--- config.mk ---
export PLATFORM = sky130hd
export DESIGN_NAME = post_cov_arbiter
export DESIGN_NICKNAME = d
export VERILOG_FILES = /design/src/rtl/post_cov_arbiter.sv
export SDC_FILE = /design/constraint.sdc
export NUM_CORES = 1
export LEC_CHECK = 0
export ABC_AREA = 1
export CAP_MARGIN = 20
export CORE_AREA = 2 2 282 284
export CTS_CLUSTER_SIZE = 8
export DETAILED_ROUTE_END_ITERATION = 6
export DIE_AREA = 0 0 284 286
export PLACE_DENSITY = 0.44
export SETUP_SLACK_MARGIN = 0.3
export SLEW_MARGIN = 20
export SYNTH_ARGS = -nofsm -noshare
export SYNTH_HDL_FRONTEND = slang
export SYNTH_SLANG_ARGS = --single-unit
--- constraint.sdc ---
create_clock -name clk -period 10.6 [get_ports clk]
set_input_delay 1.06 -clock clk [delete_from_list [all_inputs] [get_ports clk]]
set_output_delay 1.06 -clock clk [all_outputs]
set_load 0.02 [all_outputs]
--- src/rtl/post_cov_arbiter.sv ---
// post_cov_arbiter: round-robin arbiter sharing one post-covariance engine
// between two requesters, with a bounded wait for engine completion and
// a saturating timeout counter.

`ifndef FXP_N
`define FXP_N 16
`endif
`ifndef FXP_FRAC
`define FXP_FRAC 8
`endif

module post_cov_arbiter #(
  parameter int unsigned N       = `FXP_N,
  parameter int unsigned FRAC    = `FXP_FRAC,
  parameter int unsigned TIMEOUT = 16
) (
  input  logic            clk,
  input  logic            rst,
  input  logic            req0,
  input  logic            req1,
  input  logic [12*N-1:0] op0,
  input  logic [12*N-1:0] op1,
  output logic            gnt0,
  output logic            gnt1,
  output logic            rsp_valid0,
  output logic            rsp_valid1,
  output logic [4*N-1:0]  rsp_P,
  output logic            rsp_err,
  output logic            eng_start,
  output logic [4*N-1:0]  eng_k,
  output logic [4*N-1:0]  eng_h,
  output logic [4*N-1:0]  eng_p,
  input  logic            eng_done,
  input  logic [4*N-1:0]  eng_P,
  output logic            busy,
  output logic [7:0]      err_cnt
);

  localparam int unsigned OPW = 12 * N;
  localparam int unsigned QW  = 4 * N;
  // Counter only has to reach TIMEOUT-1.
  localparam int unsigned CW  = (TIMEOUT > 1) ? $clog2(TIMEOUT) : 1;

  typedef enum logic [1:0] {
    S_IDLE  = 2'd0,
    S_START = 2'd1,
    S_WAIT  = 2'd2,
    S_RESP  = 2'd3
  } state_t;

  state_t          state;
  logic            owner;        // 0: requester 0, 1: requester 1
  logic            last_served;  // resets to 1 so requester 0 wins the first tie
  logic [CW-1:0]   wait_cnt;

  logic            pick1_c;
  logic [OPW-1:0]  op_sel_c;

  // Round-robin pick: a lone request wins, a tie goes to the one not served last.
  assign pick1_c  = req1 & (~req0 | ~last_served);
  assign op_sel_c = pick1_c ? op1 : op0;

  // Arbiter FSM with all outputs registered alongside the state.
  always_ff @(posedge clk or posedge rst) begin
    if (rst) begin
      state       <= S_IDLE;
      owner       <= 1'b0;
      last_served <= 1'b1;
      wait_cnt    <= '0;
      gnt0        <= 1'b0;
      gnt1        <= 1'b0;
      rsp_valid0  <= 1'b0;
      rsp_valid1  <= 1'b0;
      rsp_P       <= '0;
      rsp_err     <= 1'b0;
      eng_start   <= 1'b0;
      eng_k       <= '0;
      eng_h       <= '0;
      eng_p       <= '0;
      busy        <= 1'b0;
      err_cnt     <= 8'd0;
    end else begin
      gnt0       <= 1'b0;
      gnt1       <= 1'b0;
      eng_start  <= 1'b0;
      rsp_valid0 <= 1'b0;
      rsp_valid1 <= 1'b0;
      case (state)
        S_IDLE: begin
          if (req0 || req1) begin
            state     <= S_START;
            owner     <= pick1_c;
            gnt0      <= ~pick1_c;
            gnt1      <= pick1_c;
            eng_start <= 1'b1;
            busy      <= 1'b1;
            eng_k     <= op_sel_c[OPW-1 -: QW];
            eng_h     <= op_sel_c[2*QW-1 -: QW];
            eng_p     <= op_sel_c[QW-1:0];
          end
        end
        S_START: begin
          state    <= S_WAIT;
          wait_cnt <= '0;
        end
        S_WAIT: begin
          if (eng_done) begin
            state      <= S_RESP;
            rsp_P      <= eng_P;
            rsp_err    <= 1'b0;
            rsp_valid0 <= ~owner;
            rsp_valid1 <= owner;
          end else if (wait_cnt == CW'(TIMEOUT - 1)) begin
            state      <= S_RESP;
            rsp_P      <= '0;
            rsp_err    <= 1'b1;
            rsp_valid0 <= ~owner;
            rsp_valid1 <= owner;
            if (err_cnt != 8'hFF) begin
              err_cnt <= err_cnt + 8'd1;
            end
          end else begin
            wait_cnt <= wait_cnt + CW'(1);
          end
        end
        S_RESP: begin
          state       <= S_IDLE;
          last_served <= owner;
          busy        <= 1'b0;
        end
        default: begin
          state <= S_IDLE;
          busy  <= 1'b0;
        end
      endcase
    end
  end

  // FRAC is carried only so integrators see the format; widths above need N alone.
  if (FRAC > N) begin : g_frac_wider_than_word
  end

endmodule

==> impl_metrics.tcl, run 1 <==
set metrics [dict create \
    synth_seq_cells 279 \
    drc 0 \
    grt_pass1_wl_um 85800 \
    detail_route.wl_per_cell_um 18.2 \
    power.leakage_nw 9.08 \
    fin_crit_sh 0.309 \
    worst_pin_slew_ps 1060 \
    drive_above_1_share 0.0345 \
    syn-cell-area_um2 12100 \
    endpoint_kind "register" \
    nets 2598 \
    hold_class "register to register" \
    synth-main-ff-cell "dfrtp_1" \
    fp.dieArea_um2 81200 \
    finalPower_mw 6.12 \
    cts_tree "yes" \
    die_w_um 284 \
    area_delta_synth_final_pct 77.5 \
    synth_edf_count 0 \
    cts.sinks 279 \
    place.port_buffers 723 \
    holdBufCountCts 0 \
    max-slew-margin-rel 0.293 \
    syn_nets 1912 \
    ys.warnings.count 0 \
    antenna_found_initial 8 \
    viasPerCell 4.02 \
    die_height_um 286 \
    fillers 8470 \
    power.density_nw_per_um2 284 \
    crit_required_ps 11020 \
    core_area_um2 78400 \
    routed_wl_um 58400 \
    hpwl_um 42300 \
    yosys-top-cells-area "dfrtp_1 (57%), nand2_1 (14%), o21ai_0 (7.9%), o21ai_1 (7.8%), nor2_1 (6.1%)" \
    preCtsSetupSlack_ps 6620 \
    peakVddDrop_mv 0.103 \
    grt_pass1_vias 13400 \
    finalHoldViolations 0 \
    setup_viol 0 \
    routed-via-count 12900 \
    ant_nets 0 \
    synth.avg_cell_area_um2 8.35 \
    row_count 103 \
    clk_pin_slew_ps 50 \
    initial_core_util 0.155 \
    h-tree-depth 2 \
    period_needed_ps 3280 \
    postSynthCellCount 1452 \
    max_freq_mhz 305 \
    cts_buffers 42 \
    fin_tns_setup_ps 0 \
    cp.arrival_ps 3700 \
    synth_top_area_share 0.574 \
    grt_setup_unrepaired "false" \
    clockBufferDepth 3 \
    status "finished, final reports clean" \
    grt_use_total 0.137 \
    post_cts_resized 0 \
    finalInstanceArea_um2 21500 \
    firstDrtPassIters 4 \
    worstPathMaxFanout 84 \
    grt_max_degree 94 \
    seq_area_frac_synth 0.576 \
    place_area_um2 20300 \
    gp_congestion 0.880 \
    first_iter_violations 555 \
    grt_overflow 0 \
    finalMaxSlewViolations 0 \
    criticalPathCategory "input pin to register" \
    ys_types 26 \
    boundaryPins 724 \
    start_kind "input pin" \
    clock_latency_ps 550 \
    synthArstFlopShare 1.00 \
    synthMostInstantiatedCell "nand2_1" \
    fin_skew_ps 19.3 \
    yosys.area.top_type "dfrtp_1" \
    postLayoutSetupSlackWorst_ps 7320 \
    postCtsSetupBuffers 0 \
    cts_root_buf "clkbuf_16" \
    synthTopCellsByCount "nand2_1 (440), dfrtp_1 (278), nor2_1 (198)" \
    maxCapViolCount 0 \
]
-- layer usage --
| layer | part of all wire | vias up | routed length (um) | GRT usage |
|---|---|---|---|---|
| met5 | 0.00093 | - | 54 | 0 |
| met4 | 0.035 | 8 | 2050 | 0.0537 |
| met3 | 0.099 | 104 | 5810 | 0.0561 |
| met2 | 0.49 | 583 | 28700 | 0.241 |
| met1 | 0.37 | 6107 | 21700 | 0.148 |
| li1 | - | 6078 | - | - |
-- cell usage in the layout, fill, tap and decap left out --
cell type	netlist	routed
nand3b_1	2	2
nand4_1	1	1
inv_1	17	15
inv_8	0	1
xor2_1	3	3
o21ai_4	1	2
nand3_1	18	18
clkinvlp_4	0	1
a21oi_4	1	1
clkdlybuf4s50_1	0	723
o21ai_0	192	192
nor2_1	198	198
clkbuf_8	0	1
nor2_2	1	1
clkinv_4	0	1
buf_4	5	15
ha_1	7	7
nand2_1	440	440
inv_6	0	2
xnor2_1	1	1
dfrtp_1	278	278
clkbuf_16	0	45
clkbuf_1	20	4
a21oi_1	2	2
diode_2	0	6
inv_2	2	2
o21bai_1	1	1
o21ai_1	188	187
nor2_4	1	1
dfstp_2	1	1
-- kinds of logic after synthesis --
group,share of synthesized area
simple gates,0.208
compound gates,0.161
flops,0.576
buf+inv,0.0452
fa+ha+maj,0.00722
xor+xnor,0.00289
-- worst max-delay path, cell delays in order --
cell	delay (ps)
clkdlybuf4s50_1	520
o21ai_4	240
buf_4	540
buf_4	810
nor2_2	190
nand2_1	120
nand3_1	90
-- sequential cells by signal, summed over array words and instances, names as in the netlist, 2 cells and up --
name and flops:
eng_k 64, state 2, rsp_P 64, err_cnt 8
eng_h 64, eng_p 64, wait_cnt 4
-- cell type report --
type / count / area, um2 / area share
multi-input combinational: 1057 / 4610 / 0.214
sequential: 279 / 6980 / 0.324
antenna: 6 / 15.0 / 0.000697
inverter: 20 / 92.6 / 0.00430
timing repair buffer: 738 / 7350 / 0.341
tap: 1050 / 1310 / 0.0610
clock buffer: 50 / 1150 / 0.0536
clock inverter: 2 / 16.3 / 0.000755
-- power breakdown --
group | internal, mW | leakage [nW] | switching (mW)
clock | 0.753 | 0.571 | 0.494
combinational | 1.29 | 5.05 | 1.70
sequential | 1.57 | 3.46 | 0.309
total | 3.62 | 9.08 | 2.50
-- per-stage QoR --
step	utilization	instances	hold slack, ps
after CTS	0.275	3196	470
after global routing	0.275	3200	482
final	0.275	3202	459
after floorplan	-	1452	403
after global placement	0.260	3144	455
after detailed placement	0.260	3144	457
-- path summary, 6_finish.rpt --
| kind | slack (ps) | cells past startpoint | start | to |
|---|---|---|---|---|
| min | 460 | 1 | owner | rsp_valid0 |
| min reg2reg | 460 | 1 | owner | rsp_valid0 |
| max | 7320 | 7 | req0 | eng_k[57] |
| min in group asynchronous | 1030 | 2 | rst | rsp_P[32] |
| max in group asynchronous | 7380 | 4 | rst | eng_p[38] |
| max reg2reg | 7710 | 8 | state[0] | eng_k[57] |
Note: power is estimated with default switching activity, not from simulation.
==> inputs of run 2 (changes only) <==
==> constraint.sdc (replaced) <==
create_clock -name clk -period 3.39 [get_ports clk]
set_input_delay 0.339 -clock clk [delete_from_list [all_inputs] [get_ports clk]]
set_output_delay 0.339 -clock clk [all_outputs]
set_load 0.02 [all_outputs]
==> run 2 against run 1 <==
- clock skew decreased by 9.5 ps
- worst setup slack got worse by 6100 ps
- combinational power increased to 3.2 times the previous value
- worst hold slack got worse by 280 ps
- die area unchanged
- sequential cell count unchanged
- register-to-register slack got worse by 6500 ps
- cell count increased by 0.50%
- utilization increased by 0.23 points
- critical endpoint is now eng_p[1]
- largest cell class unchanged
- highest routed layer unchanged
==> impl_metrics.tcl, run 2 (synthesis gave the netlist of run 1 again) <==
set metrics [dict create \
    status "finished, final reports clean" \
    fillers 8422 \
    grt_setup_unrepaired "false" \
    area_delta_synth_final_pct 79.0 \
    peakVddDrop_mv 0.444 \
    final_cell_mix "clkdlybuf4s50_1 (723), nand2_1 (440), dfrtp_1 (278), nor2_1 (198), o21ai_0 (192)" \
    initial_core_util 0.155 \
    grt_overflow 0 \
    gp_congestion 0.875 \
    maxCapViolCount 0 \
    first_iter_violations 525 \
    holdBufCountCts 0 \
    worst_pin_slew_ps 868 \
    r2r_slack_ps 1190 \
    clock_latency_ps 550 \
    hpwl_um 43600 \
    fin_skew_ps 9.76 \
    ant_nets 0 \
    routed_wl_um 59500 \
    grt_pass1_wl_um 87700 \
    endpoint_kind "register" \
    reg2reg_depth 7 \
    clk_pin_slew_ps 50 \
    crit_required_ps 3850 \
    whs_ps 184 \
    grt_max_degree 134 \
    cts.sinks 279 \
    firstDrtPassIters 5 \
    finalHoldViolations 0 \
    boundaryPins 724 \
    grt_pass1_vias 13500 \
    grt_use_total 0.141 \
    cts_buffers 42 \
    antenna_found_initial 5 \
    die_w_um 284 \
    drive_above_1_share 0.0415 \
    final_common_cell "clkdlybuf4s50_1" \
    detail_route.wl_per_cell_um 18.5 \
    die_height_um 286 \
    routed-via-count 12900 \
    fin_util 0.277 \
    start_kind "register" \
    period_needed_ps 2200 \
    postCtsSetupBuffers 0 \
    fp.dieArea_um2 81200 \
    finalMaxSlewViolations 0 \
    finalPower_mw 19.2 \
    max-slew-margin-rel 0.421 \
    power.density_nw_per_um2 883 \
    cts_root_buf "clkbuf_16" \
    setup_viol 0 \
    power.leakage_nw 9.18 \
    fin_crit_sh 0.649 \
    reg2reg_to "eng_p[1]" \
    cts_tree "yes" \
    post_cts_resized 0 \
    rr_startpoint "state[0]" \
    clockBufferDepth 3 \
    h-tree-depth 2 \
    drc 0 \
    row_count 103 \
    hold_class "input pin to asynchronous set/reset pin" \
    viasPerCell 4.00 \
    place.port_buffers 723 \
    criticalPathCategory "register to register" \
    worstPathMaxFanout 42 \
    max_freq_mhz 454 \
    cp.arrival_ps 2660 \
    core_area_um2 78400 \
    nets 2614 \
]
-- run 2: cell count changes in the layout (fill, tap and decap cells not counted), sizes merged --
cell	delta
clkinv	+1
clkbuf	+3
buf	+16
clkinvlp	+1
diode	-5
-- run 2: area by class of cell --
| cell class | instances | area (um2) | area share |
|---|---|---|---|
| clock buffers | 53 | 1120 | 0.0517 |
| multi-input cells | 1057 | 4610 | 0.212 |
| clock inverters | 4 | 26.3 | 0.00121 |
| repair buffers | 754 | 7570 | 0.349 |
| inverters | 20 | 86.3 | 0.00398 |
| well taps | 1050 | 1310 | 0.0605 |
| diodes | 1 | 2.50 | 0.000115 |
| flip-flops and latches | 279 | 6980 | 0.322 |
-- run 2: metal layers --
metal,GRT usage,share of wire,wire length (um),vias to the layer above
met5,0,0.00069,41,-
met4,0.0404,0.024,1420,6
met3,0.0495,0.089,5290,81
met2,0.254,0.51,30300,557
met1,0.155,0.38,22400,6110
li1,-,-,-,6111
-- run 2: how the worst max path moves through the flow --
stage	slack, ps	startpoint	endpoint	cells after the start
2_1_floorplan	-640	rst	busy	1
3_3_place_gp	880	req1	eng_h[3]	7
3_5_place_dp	850	req1	eng_h[3]	7
4_1_cts	1110	state[0]	eng_k[26]	7
5_1_grt	910	state[0]	eng_p[4]	7
6_report	1190	state[0]	eng_p[1]	7
-- run 2: power by group --
| group | internal, mW | switching [mW] |
|---|---|---|
| registers | 4.92 | 0.952 |
| logic | 4.11 | 5.34 |
| clock network | 2.29 | 1.57 |
-- run 2: through the flow --
stage                     cell area (um2)  std cells  worst slack [ps]  TNS, ps
after floorplan                     12100       1452              -642  -178340
after global placement              20600       3160               876        0
after detailed placement            20600       3160               854        0
after CTS                           21700       3217              1110        0
after global routing                21700       3218               913        0
final                               21700       3218              1190        0
-- run 2: critical path, stage by stage (launching register included) --
cell	delay, ps
dfrtp_1	410
inv_1	120
ha_1	230
o21ai_4	170
inv_4	470
buf_4	390
o21ai_0	130
o21ai_0	170
